### config.mk
export PLATFORM = sky130hd
export DESIGN_NAME = patbuf_write_arbiter
export DESIGN_NICKNAME = d
export VERILOG_FILES = /design/src/rtl/patbuf_pkg.sv /design/src/rtl/patbuf_write_arbiter.sv
export SDC_FILE = /design/constraint.sdc
export NUM_CORES = 1
export LEC_CHECK = 0
export ABC_AREA = 1
export CORE_ASPECT_RATIO = 0.8
export CORE_MARGIN = 2
export CORE_UTILIZATION = 41
export DETAILED_ROUTE_END_ITERATION = 7
export PLACE_DENSITY = 0.76
export SLEW_MARGIN = 20
export SYNTH_ARGS = -nofsm -noshare
export SYNTH_HDL_FRONTEND = slang
export SYNTH_SLANG_ARGS = --single-unit
### constraint.sdc
create_clock -name clk -period 1.6 [get_ports clk]
set_input_delay 0.16 -clock clk [delete_from_list [all_inputs] [get_ports clk]]
set_output_delay 0.16 -clock clk [all_outputs]
set_load 0.02 [all_outputs]
### src/rtl/patbuf_pkg.sv
// Shared definitions for the pattern-buffer write path: buffer geometry,
// loader FSM states and the per-field offsets inside one pattern buffer.
package patbuf_pkg;

    localparam int BUFFER_SIZE  = 20;
    localparam int BUFFER_WIDTH = 8;
    localparam int ARM_TIMEOUT  = 4;

    typedef enum logic [1:0] {
        ST_IDLE,
        ST_ARM,
        ST_STREAM,
        ST_DRAIN
    } ld_state_e;

    // P group occupies offsets 0..9, N group mirrors it at 10..19.
    localparam logic [4:0] PDRIVE  = 5'd0;
    localparam logic [4:0] PCOMP   = 5'd1;
    localparam logic [4:0] PLEVEL  = 5'd2;
    localparam logic [4:0] PSLEW   = 5'd3;
    localparam logic [4:0] PTWEAK0 = 5'd4;
    localparam logic [4:0] PTWEAK1 = 5'd5;
    localparam logic [4:0] PTWEAK2 = 5'd6;
    localparam logic [4:0] PTWEAK3 = 5'd7;
    localparam logic [4:0] PTWEAK4 = 5'd8;
    localparam logic [4:0] PTWEAK5 = 5'd9;
    localparam logic [4:0] NDRIVE  = 5'd10;
    localparam logic [4:0] NCOMP   = 5'd11;
    localparam logic [4:0] NLEVEL  = 5'd12;
    localparam logic [4:0] NSLEW   = 5'd13;
    localparam logic [4:0] NTWEAK0 = 5'd14;
    localparam logic [4:0] NTWEAK1 = 5'd15;
    localparam logic [4:0] NTWEAK2 = 5'd16;
    localparam logic [4:0] NTWEAK3 = 5'd17;
    localparam logic [4:0] NTWEAK4 = 5'd18;
    localparam logic [4:0] NTWEAK5 = 5'd19;

    function automatic logic req_ok(
        input logic [4:0] field,
        input logic [4:0] count,
        input logic [5:0] size
    );
        logic [5:0] last;
        last = {1'b0, field} + {1'b0, count};
        return (count != 5'd0) && (last <= size);
    endfunction

endpackage

### src/rtl/patbuf_write_arbiter.sv
// Arbitrates the patternbuffer write port between the pat core and a bulk
// loader that streams a contiguous run of field bytes into one buffer.
module patbuf_write_arbiter
    import patbuf_pkg::*;
#(
    parameter int buffer_size  = BUFFER_SIZE,
    parameter int buffer_width = BUFFER_WIDTH,
    parameter int arm_timeout  = ARM_TIMEOUT
) (
    input  logic                    clk,
    input  logic                    reset,
    input  logic [2:0]              core_bufp,
    input  logic [4:0]              core_fieldp,
    input  logic [4:0]              core_fieldwp,
    input  logic [buffer_width-1:0] core_field_in,
    input  logic                    core_write,
    output logic                    core_stall,
    input  logic                    ld_start,
    input  logic [2:0]              ld_buf,
    input  logic [4:0]              ld_field,
    input  logic [4:0]              ld_count,
    input  logic [buffer_width-1:0] ld_data,
    input  logic                    ld_valid,
    output logic                    ld_ready,
    output logic                    ld_busy,
    output logic                    ld_done,
    output logic                    ld_err,
    output logic [2:0]              bufp_in,
    output logic [4:0]              fieldp_in,
    output logic [4:0]              fieldwp_in,
    output logic [buffer_width-1:0] field_in_in,
    output logic                    field_write_in
);

    localparam int ACW = (arm_timeout > 1) ? $clog2(arm_timeout) : 1;
    localparam logic [ACW-1:0] ARM_LAST = ACW'(arm_timeout - 1);
    localparam logic [5:0] SIZE6 = 6'(buffer_size);

    ld_state_e state_q, state_d;
    logic [2:0]     buf_q, buf_d;
    logic [4:0]     wptr_q, wptr_d;
    logic [4:0]     rem_q, rem_d;
    logic [ACW-1:0] arm_cnt_q, arm_cnt_d;

    logic [2:0]              bufp_q, bufp_d;
    logic [4:0]              fieldp_q, fieldp_d;
    logic [4:0]              fieldwp_q, fieldwp_d;
    logic [buffer_width-1:0] data_q, data_d;
    logic                    write_q, write_d;
    logic                    done_q, done_d;
    logic                    err_q, err_d;

    always_comb begin
        state_d   = state_q;
        buf_d     = buf_q;
        wptr_d    = wptr_q;
        rem_d     = rem_q;
        arm_cnt_d = arm_cnt_q;
        bufp_d    = core_bufp;
        fieldp_d  = core_fieldp;
        fieldwp_d = core_fieldwp;
        data_d    = core_field_in;
        write_d   = core_write;
        done_d    = 1'b0;
        err_d     = 1'b0;

        unique case (state_q)
            ST_IDLE: begin
                if (ld_start) begin
                    if (req_ok(ld_field, ld_count, SIZE6)) begin
                        buf_d     = ld_buf;
                        wptr_d    = ld_field;
                        rem_d     = ld_count;
                        arm_cnt_d = '0;
                        state_d   = ST_ARM;
                    end else begin
                        err_d = 1'b1;
                    end
                end
            end
            ST_ARM: begin
                // Wait for a quiet core cycle, but never longer than the timeout.
                if (!core_write || arm_cnt_q == ARM_LAST) begin
                    state_d = ST_STREAM;
                end else begin
                    arm_cnt_d = arm_cnt_q + 1'b1;
                end
            end
            ST_STREAM: begin
                bufp_d    = buf_q;
                fieldwp_d = wptr_q;
                data_d    = ld_data;
                write_d   = ld_valid;
                if (ld_valid) begin
                    rem_d = rem_q - 5'd1;
                    if (rem_q == 5'd1) begin
                        state_d = ST_DRAIN;
                    end else begin
                        wptr_d = wptr_q + 5'd1;
                    end
                end
            end
            ST_DRAIN: begin
                // Hold bufp one more cycle so it stays stable downstream.
                bufp_d    = buf_q;
                fieldwp_d = wptr_q;
                data_d    = '0;
                write_d   = 1'b0;
                done_d    = 1'b1;
                state_d   = ST_IDLE;
            end
        endcase
    end

    always_ff @(posedge clk or negedge reset) begin
        if (!reset) begin
            state_q   <= ST_IDLE;
            buf_q     <= '0;
            wptr_q    <= '0;
            rem_q     <= '0;
            arm_cnt_q <= '0;
            bufp_q    <= '0;
            fieldp_q  <= '0;
            fieldwp_q <= '0;
            data_q    <= '0;
            write_q   <= 1'b0;
            done_q    <= 1'b0;
            err_q     <= 1'b0;
        end else begin
            state_q   <= state_d;
            buf_q     <= buf_d;
            wptr_q    <= wptr_d;
            rem_q     <= rem_d;
            arm_cnt_q <= arm_cnt_d;
            bufp_q    <= bufp_d;
            fieldp_q  <= fieldp_d;
            fieldwp_q <= fieldwp_d;
            data_q    <= data_d;
            write_q   <= write_d;
            done_q    <= done_d;
            err_q     <= err_d;
        end
    end

    assign core_stall     = (state_q == ST_STREAM) || (state_q == ST_DRAIN);
    assign ld_ready       = (state_q == ST_STREAM);
    assign ld_busy        = (state_q != ST_IDLE);
    assign ld_done        = done_q;
    assign ld_err         = err_q;
    assign bufp_in        = bufp_q;
    assign fieldp_in      = fieldp_q;
    assign fieldwp_in     = fieldwp_q;
    assign field_in_in    = data_q;
    assign field_write_in = write_q;

endmodule

==> reports/metrics.cfg <==
[final_layout]
design_area_sq_um=3440
diodes=0
area_growth_pct=58.7
finalNetCount=418
final_cell_mix=nand2_1 (61), clkdlybuf4s50_1 (61), dfrtp_1 (41)
drive_gt1_share_pct=25.1

[drt]
drt_wl_total_um=5910
first_pass_iters=4
vias=2096
via_per_inst=4.99
wl_per_cell_um=14.1
first_iter_violations=96
ant_nets=0
drc=0

[power_and_ir_drop]
p_switching_w=0.00263
p_int_w=0.00332
pwr-share-comb_pct=59.6
ir_worst_vdd_uv=962
power.share.clock_pct=11.1
p_leak_nw=1.65
p_seq_share_pct=29.2
power_density_nw_per_um2=1730
sw_frac_of_total_pct=44.2

[logic_synthesis]
synth_seq_area_share_pct=47.3
synth_area_leader_cell=dfrtp_1
yosysTopAreaCellShare_pct=47.3
synth.distinct_cells=28
postSynthCellCount=253
yosysWarnings=0
ys_ff_latch=41
synth_nets=314
mappedNetlistArea_sq_um=2170
avgSynthCellArea_sq_um=8.58
ys_top_cells_by_area=dfrtp_1 (47%), nand2_1 (13%), ha_1 (7.5%)

[clocking]
cts_root_buf=clkbuf_8
cts.path.max_buffers=2
cts_tree=built
clkTransAtPathRegs_ns=0.08
cts_max_level=2
cts_sinks=41
cts_made_buffers=5
clock_latency_ns=0.29

[timing]
worst_slack_ns=-0.0953
slew_violations=0
fin_crit_sh_pct=106
skew_ns=0.0102
layout_min_cycle_time_ns=1.70
tns_ns=-0.936
fmax_mhz=590
finalHoldViolCount=0
tightest_slew_ns=0.432
rsz0062_at_grt=true
setup_viol=16
slew_headroom_pct=71.2

[die]
die_y_um=69.1
initial_utilization_pct=42.8
io_pins=74
dieArea_sq_um=5890
rows=23
core_sq_um=5060
dieWidth_um=85.3

[status]
status=finished, violations left
violations=negative setup slack

[setup_path]
path_class=in2reg
crit_required_ns=1.78
cp-start-kind=input port
endpoint_kind=register
arrival_ns=1.88
worst-path-max-fanout=5

[grt]
grt_pass1_vias=2067
grt_overflow=0
antenna_found_initial=0
grt_max_degree=26
grt_pass1_wl_um=9730
grt.total_usage_pct=20.5

[placement]
place_area_sq_um=3160
place_ws_ns=-0.728
io_buffers=73
dpl.hpwl_um=4080
place.gp.congestion=0.864

[flow_run]
maxCapViolCount=0

[worst_hold_path]
hold_class=in2reg

final cells by class:
class,count,area (sq um)
Fill cell,371,1620
Multi-Input combinational cell,178,1190
Sequential cell,41,1030
Timing Repair Buffer,101,942
Inverter,29,111
Tap cell,62,77.6
Clock buffer,5,68.8
Clock inverter,3,17.5
Timing Repair inverter,1,7.51
logic make-up (layout without fill, tap and decap cells):
kind of cell	count (synthesis)	count (layout)	synth area share [%]
DFF	41	41	47.3
buffers and inverters	36	139	6.75
and+or+nand+nor	124	126	26.3
adders and majority gates	14	14	8.42
AOI/OAI and AO/OA	35	35	10.0
xor gates and xnor gates	3	3	1.21
timing repair:
item / CTS / global route
endpoints found under the setup margin: 21 / 20
setup buffers: 1 / 1
hold buffers: 1 / 0
gates cloned: 2 / 1
pin swaps: 11 / 12
gates resized for setup: 34 / 35
hold endpoints to repair: 16 / 0
cell usage after synthesis (all sizes together):
cell,n
nand2,77
dfrtp,41
inv,29
o21ai,21
nor2,20
nand4,15
ha,13
a22o,9
nand3,9
a21oi,4
buf,4
clkbuf,3
nor3,2
xnor2,2
and2,1
fa,1
o22ai,1
xor2,1
power by group through the flow:
stage	clock network [W]	logic [W]	registers (W)
5_1_grt	0.000733	0.00388	0.00179
6_report	0.000662	0.00355	0.00174
4_1_cts	0.000680	0.00331	0.00171
3_5_place_dp	0	0.00315	0.00172
2_1_floorplan	0	0.00160	0.00200
3_3_place_gp	0	0.00308	0.00171
sequential cells by signal, summed over array words and instances (netlist names), 2 cells and up:
| register | flops |
|---|---|
| fieldwp_in | 5 |
| arm_cnt_q | 2 |
| fieldp_in | 5 |
| bufp_in | 3 |
| state_q | 2 |
| field_in_in | 8 |
| rem_q | 5 |
| wptr_q | 5 |
| buf_q | 3 |
worst max-delay path, cell delays in order:
cell	delay [ns]
clkdlybuf4s50_1	0.46
ha_1	0.32
inv_1	0.05
a21oi_1	0.14
nor2_1	0.09
nor2_4	0.17
nand2_8	0.11
nand2_8	0.11
nand3_4	0.11
nand2_2	0.09
nand2_1	0.05
path summary, 6_finish.rpt:
kind                       slack, ns  cells past startpoint            to    startpoint
hold reg to reg                 0.50                      2  arm_cnt_q[1]  arm_cnt_q[1]
min in group asynchronous       0.33                      2     wptr_q[3]         reset
max in group asynchronous       0.79                      3  fieldp_in[3]         reset
setup reg to reg               -0.03                      8     wptr_q[4]    state_q[0]
hold / removal                  0.26                      5     wptr_q[0]   ld_field[0]
setup / recovery                -0.1                     11     wptr_q[1]   ld_count[3]
per-layer routing:
| metal | wire [um] | vias to the layer above | part of all wire, % | GRT usage, % |
|---|---|---|---|---|
| li1 | - | 1038 | - | - |
| met5 | 0 | - | 0 | 0 |
| met3 | 305 | 2 | 5.2 | 4.91 |
| met1 | 2710 | 996 | 46 | 28.7 |
| met4 | 14 | 0 | 0.24 | 4.06 |
| met2 | 2880 | 60 | 49 | 32.6 |
metrics by stage:
step,hold slack (ns),total power (W),util (%),instances
finish,0.257,0.00595,68.0,420
global route,0.287,0.00641,68.0,420
CTS,0.294,0.00570,65.8,418
detailed placement,0.114,0.00487,62.4,406
global placement,0.107,0.00479,62.4,406
floorplan,-0.136,0.00360,-,253
Note: power is estimated with default switching activity, not from simulation.
